File: src/rtl/elevator_pkg.sv
`default_nettype none
// +----------------------------------------------------------------------+
// | elevator_pkg : request codes, floor/state types, request decoders     |
// | Revision 1.0                                                          |
// +----------------------------------------------------------------------+
package elevator_pkg;

  typedef logic [1:0] floor_t;

  localparam logic [2:0] REQ_NONE = 3'b000;
  localparam logic [2:0] REQ_1U   = 3'b001;
  localparam logic [2:0] REQ_2U   = 3'b010;
  localparam logic [2:0] REQ_3U   = 3'b011;
  localparam logic [2:0] REQ_4D   = 3'b100;
  localparam logic [2:0] REQ_RSVD = 3'b101;
  localparam logic [2:0] REQ_2D   = 3'b110;
  localparam logic [2:0] REQ_3D   = 3'b111;

  typedef enum logic [2:0] {
    IDLE       = 3'd0,
    FETCH      = 3'd1,
    LATCH      = 3'd2,
    MOVE       = 3'd3,
    DOOR_OPEN  = 3'd4,
    DOOR_CLOSE = 3'd5
  } state_t;

  function automatic logic req_is_none(input logic [2:0] code);
    return (code == REQ_NONE) || (code == REQ_RSVD);
  endfunction

  function automatic floor_t req_to_floor(input logic [2:0] code);
    floor_t f;
    case (code)
      REQ_1U:         f = 2'd0;
      REQ_2U, REQ_2D: f = 2'd1;
      REQ_3U, REQ_3D: f = 2'd2;
      REQ_4D:         f = 2'd3;
      default:        f = 2'd3;
    endcase
    return f;
  endfunction

  function automatic logic req_is_down(input logic [2:0] code);
    return code[2];
  endfunction

endpackage
`default_nettype wire

File: src/rtl/elev_timer.sv
`default_nettype none
// +----------------------------------------------------------------------+
// | elev_timer : loadable down-counter that saturates at zero             |
// | Revision 1.0                                                          |
// +----------------------------------------------------------------------+
module elev_timer #(
  parameter int W = 4
) (
  input  logic         clk,
  input  logic         rst_n,
  input  logic         i_load,
  input  logic [W-1:0] i_load_val,
  input  logic         i_dec,
  output logic         o_zero
);

  logic [W-1:0] r_count;

  always_ff @(posedge clk) begin
    if (!rst_n) begin
      r_count <= '0;
    end else if (i_load) begin
      r_count <= i_load_val;
    end else if (i_dec && (r_count != '0)) begin
      r_count <= r_count - 1'b1;
    end
  end

  assign o_zero = (r_count == '0);

endmodule
`default_nettype wire

File: src/rtl/elevator_car_ctrl.sv
`default_nettype none
// +----------------------------------------------------------------------+
// | elevator_car_ctrl : single-car sequencer for a 4-floor elevator       |
// | Optional door re-open on obstruction: define DOOR_REOPEN_EN           |
// | Revision 1.0                                                          |
// +----------------------------------------------------------------------+
module elevator_car_ctrl
  import elevator_pkg::*;
#(
  parameter int TRAVEL_CYCLES = 16,
  parameter int DOOR_CYCLES   = 32,
  parameter int CLOSE_CYCLES  = 8
) (
  input  logic       clk,
  input  logic       rst_n,
  input  logic       q_empty,
  input  logic [2:0] req_code,
  input  logic       obstruct,
  output logic       done,
  output logic [1:0] floor,
  output logic       motor_up,
  output logic       motor_down,
  output logic       door_open,
  output logic       door_closing,
  output logic       lantern_up,
  output logic       lantern_down,
  output logic       busy
);

  localparam int TMAX_A = (TRAVEL_CYCLES > DOOR_CYCLES) ? TRAVEL_CYCLES : DOOR_CYCLES;
  localparam int TMAX   = (TMAX_A > CLOSE_CYCLES) ? TMAX_A : CLOSE_CYCLES;
  localparam int TW     = $clog2(TMAX + 1);

  localparam logic [TW-1:0] c_TRAVEL_LD = TW'(TRAVEL_CYCLES - 1);
  localparam logic [TW-1:0] c_DOOR_LD   = TW'(DOOR_CYCLES - 1);
  localparam logic [TW-1:0] c_CLOSE_LD  = TW'(CLOSE_CYCLES - 1);

  state_t        r_state;
  state_t        w_state_nxt;
  floor_t        r_floor;
  floor_t        w_floor_nxt;
  floor_t        r_target;
  logic          r_dir_down;
  logic          w_latch;
  logic          w_load;
  logic [TW-1:0] w_load_val;
  logic          w_dec;
  logic          w_zero;
  floor_t        w_step_floor;
  logic          w_door_phase;

`ifndef DOOR_REOPEN_EN
  logic w_unused_obstruct;
  assign w_unused_obstruct = obstruct;
`endif

  elev_timer #(.W(TW)) u_timer (
    .clk        (clk),
    .rst_n      (rst_n),
    .i_load     (w_load),
    .i_load_val (w_load_val),
    .i_dec      (w_dec),
    .o_zero     (w_zero)
  );

  assign w_step_floor = (r_target > r_floor) ? (r_floor + 2'd1) : (r_floor - 2'd1);

  always_comb begin
    w_state_nxt = r_state;
    w_floor_nxt = r_floor;
    w_latch     = 1'b0;
    w_load      = 1'b0;
    w_load_val  = '0;
    w_dec       = 1'b0;
    case (r_state)
      IDLE: begin
        if (!q_empty) w_state_nxt = FETCH;
      end
      FETCH: begin
        w_state_nxt = LATCH;
      end
      LATCH: begin
        if (req_is_none(req_code)) begin
          w_state_nxt = IDLE;
        end else begin
          w_latch = 1'b1;
          w_load  = 1'b1;
          if (req_to_floor(req_code) == r_floor) begin
            w_state_nxt = DOOR_OPEN;
            w_load_val  = c_DOOR_LD;
          end else begin
            w_state_nxt = MOVE;
            w_load_val  = c_TRAVEL_LD;
          end
        end
      end
      MOVE: begin
        if (w_zero) begin
          // One floor's worth of travel has elapsed: step and decide.
          w_floor_nxt = w_step_floor;
          w_load      = 1'b1;
          if (w_step_floor == r_target) begin
            w_state_nxt = DOOR_OPEN;
            w_load_val  = c_DOOR_LD;
          end else begin
            w_load_val  = c_TRAVEL_LD;
          end
        end else begin
          w_dec = 1'b1;
        end
      end
      DOOR_OPEN: begin
        if (w_zero) begin
          w_state_nxt = DOOR_CLOSE;
          w_load      = 1'b1;
          w_load_val  = c_CLOSE_LD;
        end else begin
          w_dec = 1'b1;
        end
      end
      DOOR_CLOSE: begin
`ifdef DOOR_REOPEN_EN
        if (obstruct) begin
          w_state_nxt = DOOR_OPEN;
          w_load      = 1'b1;
          w_load_val  = c_DOOR_LD;
        end else
`endif
        if (w_zero) begin
          w_state_nxt = IDLE;
        end else begin
          w_dec = 1'b1;
        end
      end
      default: begin
        w_state_nxt = IDLE;
      end
    endcase
  end

  always_ff @(posedge clk) begin
    if (!rst_n) begin
      r_state    <= IDLE;
      r_floor    <= '0;
      r_target   <= '0;
      r_dir_down <= 1'b0;
    end else begin
      r_state <= w_state_nxt;
      r_floor <= w_floor_nxt;
      if (w_latch) begin
        r_target   <= req_to_floor(req_code);
        r_dir_down <= req_is_down(req_code);
      end
    end
  end

  assign w_door_phase = (r_state == DOOR_OPEN) || (r_state == DOOR_CLOSE);

  assign done         = (r_state == FETCH);
  assign floor        = r_floor;
  assign motor_up     = (r_state == MOVE) && (r_target > r_floor);
  assign motor_down   = (r_state == MOVE) && (r_target < r_floor);
  assign door_open    = (r_state == DOOR_OPEN);
  assign door_closing = (r_state == DOOR_CLOSE);
  assign lantern_up   = w_door_phase && !r_dir_down;
  assign lantern_down = w_door_phase && r_dir_down;
  assign busy         = (r_state != IDLE);

endmodule
`default_nettype wire

File: config.mk
export PLATFORM = sky130hd
export DESIGN_NAME = elevator_car_ctrl
export DESIGN_NICKNAME = d
export VERILOG_FILES = /design/src/rtl/elevator_pkg.sv /design/src/rtl/elev_timer.sv /design/src/rtl/elevator_car_ctrl.sv
export SDC_FILE = /design/constraint.sdc
export NUM_CORES = 1
export LEC_CHECK = 0
export BUFFER_PORTS_ARGS = -buffer_cell sky130_fd_sc_hd__buf_2
export CORE_AREA = 8 8 72 74
export DETAILED_ROUTE_END_ITERATION = 12
export DIE_AREA = 0 0 80 82
export PLACE_DENSITY = 0.45
export SKIP_CTS_REPAIR_TIMING = 1
export SLEW_MARGIN = 30
export SYNTH_ARGS = -nofsm -noshare
export SYNTH_HDL_FRONTEND = slang
export SYNTH_SLANG_ARGS = --single-unit
export TNS_END_PERCENT = 1
File: constraint.sdc
create_clock -name clk -period 2 [get_ports clk]
set_input_delay 0.2 -clock clk [delete_from_list [all_inputs] [get_ports clk]]
set_output_delay 0.2 -clock clk [all_outputs]
set_load 0.01 [all_outputs]
; ---- Word-level counts from Yosys, hierarchy flattened
; Index checks and enable logic that the tools add are counted.
[op_classes]
addsub = 3
magnitude_cmp = 2
eq_ne = 18
mux = 26
n_reduce_logical = 20
[ops]
columns = op, count
row1 = 3-bit two-way mux, 8
row2 = 5-bit two-way mux, 4
row3 = 3-bit case mux with 6 select lines, 1
row4 = 3-bit == test (second input constant), 5
row5 = 5-bit case mux with 3 select lines, 1
row6 = 3-bit by 2-bit == test with 1-bit output (second input constant), 4
row7 = 6-bit two-way mux, 2
row8 = 3-bit by 1-bit == test with 1-bit output (second input constant), 2
row9 = 3-bit logical NOT, 2
row10 = 6-bit logical NOT, 1
row11 = 2-bit two-way mux, 3
row12 = 2-bit by 1-bit inequality test with 1-bit output (second input constant), 3
row13 = 2-bit case mux with 3 select lines, 1
row14 = 6-bit nonzero test, 1
row15 = 2-bit OR reduction, 3
row16 = 6-bit by 1-bit subtractor with 6-bit output (second input constant), 1
row17 = 1-bit logical AND, 5
row18 = 1-bit two-way mux, 5
row19 = 5-bit AND reduction, 1
row20 = 2-bit == test, 2
row21 = 2-bit inequality test (second input constant), 2
row22 = 3-bit nonzero test, 1
row23 = 3-bit OR reduction, 1
row24 = 2-bit by 1-bit adder with 2-bit output (second input constant), 1
row25 = other kinds (8), 9
[word_totals]
regBits = 14
input_bits = 7
out_inout_bits = 10
word_cells = 74

; ---- Depth between registers and ports, before layout
[logic_depth]
word_depth = 10
depth_mapped = 7
mapped_depth_nobuf = 7

; ---- Hierarchy
; From an unflattened synthesis, not the netlist that was laid out.
[hier_totals]
hier_cells = 132
area_unflattened_um2 = 1037.2
[modules_own_cells]
columns = module, n_inst, cells_per_inst, area_per_inst_um2
row1 = elevator_car_ctrl, 1, 90, 663.1
row2 = elev_timer, 1, 42, 374.1

; ---- Worst setup path before layout
; OpenSTA, ideal clock, no wires.
[synth_path]
kind = flip-flop to flip-flop
start = reg r_floor[1], in the netlist floor[1]
end = reg u_timer.r_count[4]
arrival_time_ns = 1.844
required_time_ns = 1.930
path_slack_ns = 0.086
stages_incl_launch_ff = 8
n_path_buf = 0
path_cell_list = dfxtp_1 -> inv_1 -> ha_1 -> and2b_4 -> or3_1 -> a21o_1 -> or2_0 -> a21oi_1
[synth_via]
elab_chain_cells = 7
[synth_lines]
columns = item, line_no
row1 = from (decl), elevator_car_ctrl.sv:40  ; floor_t r_floor;
row2 = from (signal assigned), elevator_car_ctrl.sv:149  ; r_floor <= w_floor_nxt;
row3 = "2-bit by 1-bit subtractor with 2-bit output, or another cell as far along", elevator_car_ctrl.sv:66  ; assign w_step_floor = (r_target > r_floor) ? (r_floor + 2'd1) : (r_floor - 2'd1);
row4 = 2-bit two-way mux, elevator_car_ctrl.sv:66
row5 = 2-bit == test, elevator_car_ctrl.sv:102  ; if (w_step_floor == r_target) begin
row6 = 5-bit two-way mux, elevator_car_ctrl.sv:102
row7 = 5-bit two-way mux, elevator_car_ctrl.sv:98  ; if (w_zero) begin
row8 = 5-bit case mux with 3 select lines *, elevator_car_ctrl.sv:75  ; case (r_state)
row9 = 6-bit two-way mux *, elev_timer.sv:22  ; end else if (i_load) begin
row10 = to (signal assigned), elev_timer.sv:23  ; r_count <= i_load_val;
row11 = to (signal assigned), elev_timer.sv:25  ; r_count <= r_count - 1'b1;
row12 = to (decl), elev_timer.sv:17  ; logic [W-1:0] r_count;
; Mark *: on every way between the ends. The rest lies on a longest branch, timed or not.
; A chain may end at the register's enable or synchronous reset.

; ---- Final worst setup path
; Same ends and word-level chain as after synthesis.

==> impl_results.md <==
* Status: complete, no violations
* Post-layout nets at 151
* Slowest stage cell, crit path: or3_1
* Antenna violations before repair at 0
* Worst vdd ir at 0.0002728 V
* Largest net degree at the start of global routing at 14
* Hold_sp: rst_n
* Die ar. at 0.006560 mm2
* Root Driver: clkbuf_8
* Critical path, cell by cell: inv_1 -> ha_1 -> and2b_4 -> or3_1 -> a21o_1 -> or2_0 -> a21oi_1
* Ant diodes at 0
* Synthesis-to-finish area growth at 18.11%
* Sink Count at 14
* Detailed Route WL at 2.465 mm
* Post-Syn Nets at 133
* Placement Rows at 24
* Initial core utilization at 0.2367
* CTS clk-pin slew, worst paths at 60 ps
* Final setup TNS at 0 ps
* Yosys cell types at 43
* Dpl hpwl at 1.931 mm
* Min-delay worst type: primary input to flip-flop
* Min Tclk post-route at 1850 ps
* CP max FO at 4
* Global-route wire length before repair at 4.098 mm
* Clk_skew at 8.983 ps
* GP Congestion at 0.7691
* RR Endpoint: u_timer.r_count[4]
* CP required at 2170 ps
* Clk buf depth at 2
* H-tree depth at 1
* Quantity of I/O buffers inserted on ports at 15
* Tot GR Track Use at 0.07905
* Cts bufs inserted at 3
* Starting DRT DRC Count at 49
* Post-Syn Instances at 123
* Hold endpoint: r_state[2]
* Worst-skew pair later-pin latency at 250 ps
* Core area at 0.004144 mm2
* Synthesized flop and latch total at 14
* Vias per cell at 4.796
* RSZ-0062 raised after global routing: no
* Die height at 82 um
* Crit start category: flip-flop
* Grt ovf at 0
* Commonest cells after routing, fill and taps aside: 15 x buf_2, 14 x dfxtp_1, 11 x inv_1, 11 x nor2_1
* Hold Vio Cnt, Final at 0
* Fmax at 0.5405 GHz
* DR WL/cell at 12.91 um
* EDFF count, synth at 0
* Slew @ Worst Pin at 494.6 ps
* Worst Setup End Kind: flip-flop
* Max-cap viol count at 0
* Flop2flop setup slack at 150 ps
* Die W at 80 um
* Slew Limit Fails at 0
* Hold-critical path depth at 2
* Overall Power at 1293 uW
* Sequential area share after synthesis at 0.2857
* Worst Reg2Reg Path Length in Cells at 7
* YS warnings at 0
* Antenna viol nets, final at 0
* Number of remaining DRC errors at 0
* CP startpoint: floor[1]
* # IOs at 17
* 1st-pass router iterations at 4
* Share of cells above drive strength 1 at 0.1871
* Routed via count at 916
* Crit path largest cell delay at 340 ps
* Syn_area_per_cell at 7.975 um2
* Synthesized area at 980.9 um2
* Lkg Pwr at 0.0005387 uW
* Main synth FF type: dfxtp_1
* Slew margin rel. at 0.6703
* Crit path DAT at 2020 ps
* Reg-to-reg startpoint: floor[1]
* FFs w/ async S/R, synth at 0
* Setup violations, final at 0
* Most common cell after layout, fill and taps aside: buf_2
* Number of global-route vias before repair at 856
* PD cells at 1116 mW/mm2
* Fin crit share at 0.9250
* CTS tree: done
* Setup Crit Path Kind: flip-flop to flip-flop
-- routing by layer --
| metal | vias up | wire length, um | GRT usage |
|---|---|---|---|
| li1 | 476 | - | - |
| met1 | 416 | 1200 | 0.09659 |
| met2 | 20 | 1082 | 0.1213 |
| met3 | 4 | 125 | 0.02079 |
| met4 | 0 | 57 | 0.04909 |
| met5 | - | 0 | 0 |
-- worst max-delay path: cells and delay by family (launching register included) --
family / cells / cell delay [ps]
buffers and inverters: 1 / 60
AND/OR/NAND/NOR: 3 / 740
AO/OA/AOI/OAI: 2 / 360
adder cells (fa/ha/maj): 1 / 300
flip-flops: 1 / 320
-- through the flow --
stage | area [um2] | setup slack (ps) | hold slack (ps) | utilization | cells
6_report | 1159 | 150.0 | 248.0 | 0.2796 | 191
5_1_grt | 1159 | 77.45 | 257.4 | 0.2796 | 191
4_1_cts | 1159 | 142.2 | 243.8 | 0.2796 | 191
3_5_place_dp | 1117 | 169.4 | 495.1 | 0.2696 | 188
3_3_place_gp | 1117 | 173.3 | 490.6 | 0.2696 | 188
2_1_floorplan | 980.9 | 86.01 | 331.2 | - | 123
-- synthesized netlist by cell type, types with 2 or more instances --
master / count / area, um2
nor3_1: 4 / 20.02
o21ai_1: 4 / 20.02
mux2i_1: 2 / 20.02
o311a_1: 2 / 20.02
xor2_1: 3 / 26.28
o21ai_0: 8 / 40.04
inv_1: 11 / 41.29
nand2_1: 5 / 18.77
nor2_1: 11 / 41.29
dfxtp_1: 14 / 280.3
nand4_1: 2 / 12.51
or3_1: 5 / 31.28
a21oi_1: 8 / 40.04
a21o_1: 2 / 15.01
o211a_1: 2 / 20.02
xnor2_1: 4 / 35.03
a211o_1: 2 / 17.52
ha_1: 3 / 37.54
a31oi_1: 3 / 18.77
and2_1: 2 / 12.51
clkbuf_1: 4 / 15.01
-- flip-flops by register name (all words and copies together) (netlist names) --
name,flops
u_timer.r_count,6
r_state,3
floor,2
r_target,2
r_dir_down,1
-- cell families after synthesis --
| group | Yosys count | share of synthesized area |
|---|---|---|
| buffers and inverters | 16 | 0.06887 |
| adders and majority gates | 3 | 0.03827 |
| DFF | 14 | 0.2857 |
| AOI/OAI and AO/OA | 37 | 0.2538 |
| xor gates and xnor gates | 8 | 0.08546 |
| and+or+nand+nor | 43 | 0.2475 |
| muxes | 2 | 0.02041 |
-- final cells by class --
class,instances,area [um2]
repair buffers,18,97.59
inverters,11,41.29
fillers,458,2985
well taps,52,65.06
multi-input cells,93,633.1
clock buffers,3,41.29
flip-flops and latches,14,280.3
-- how the worst max path moves through the flow --
stage,cells after the start,end
after global routing,7,r_state[0]
after floorplan,7,u_timer.r_count[4]
after CTS,7,u_timer.r_count[4]
final,7,u_timer.r_count[4]
after global placement,7,u_timer.r_count[4]
after detailed placement,7,u_timer.r_count[4]
-- report_power, final --
group | total [uW] | internal [uW] | leakage [uW] | switching, uW
Combinational | 629 | 285 | 0.000403 | 344
Sequential | 430 | 342 | 0.000114 | 87.3
Clock | 235 | 133 | 0.0000216 | 101
Total | 1290 | 761 | 0.000539 | 533
No activity file was read; power rests on OpenSTA's default activity.
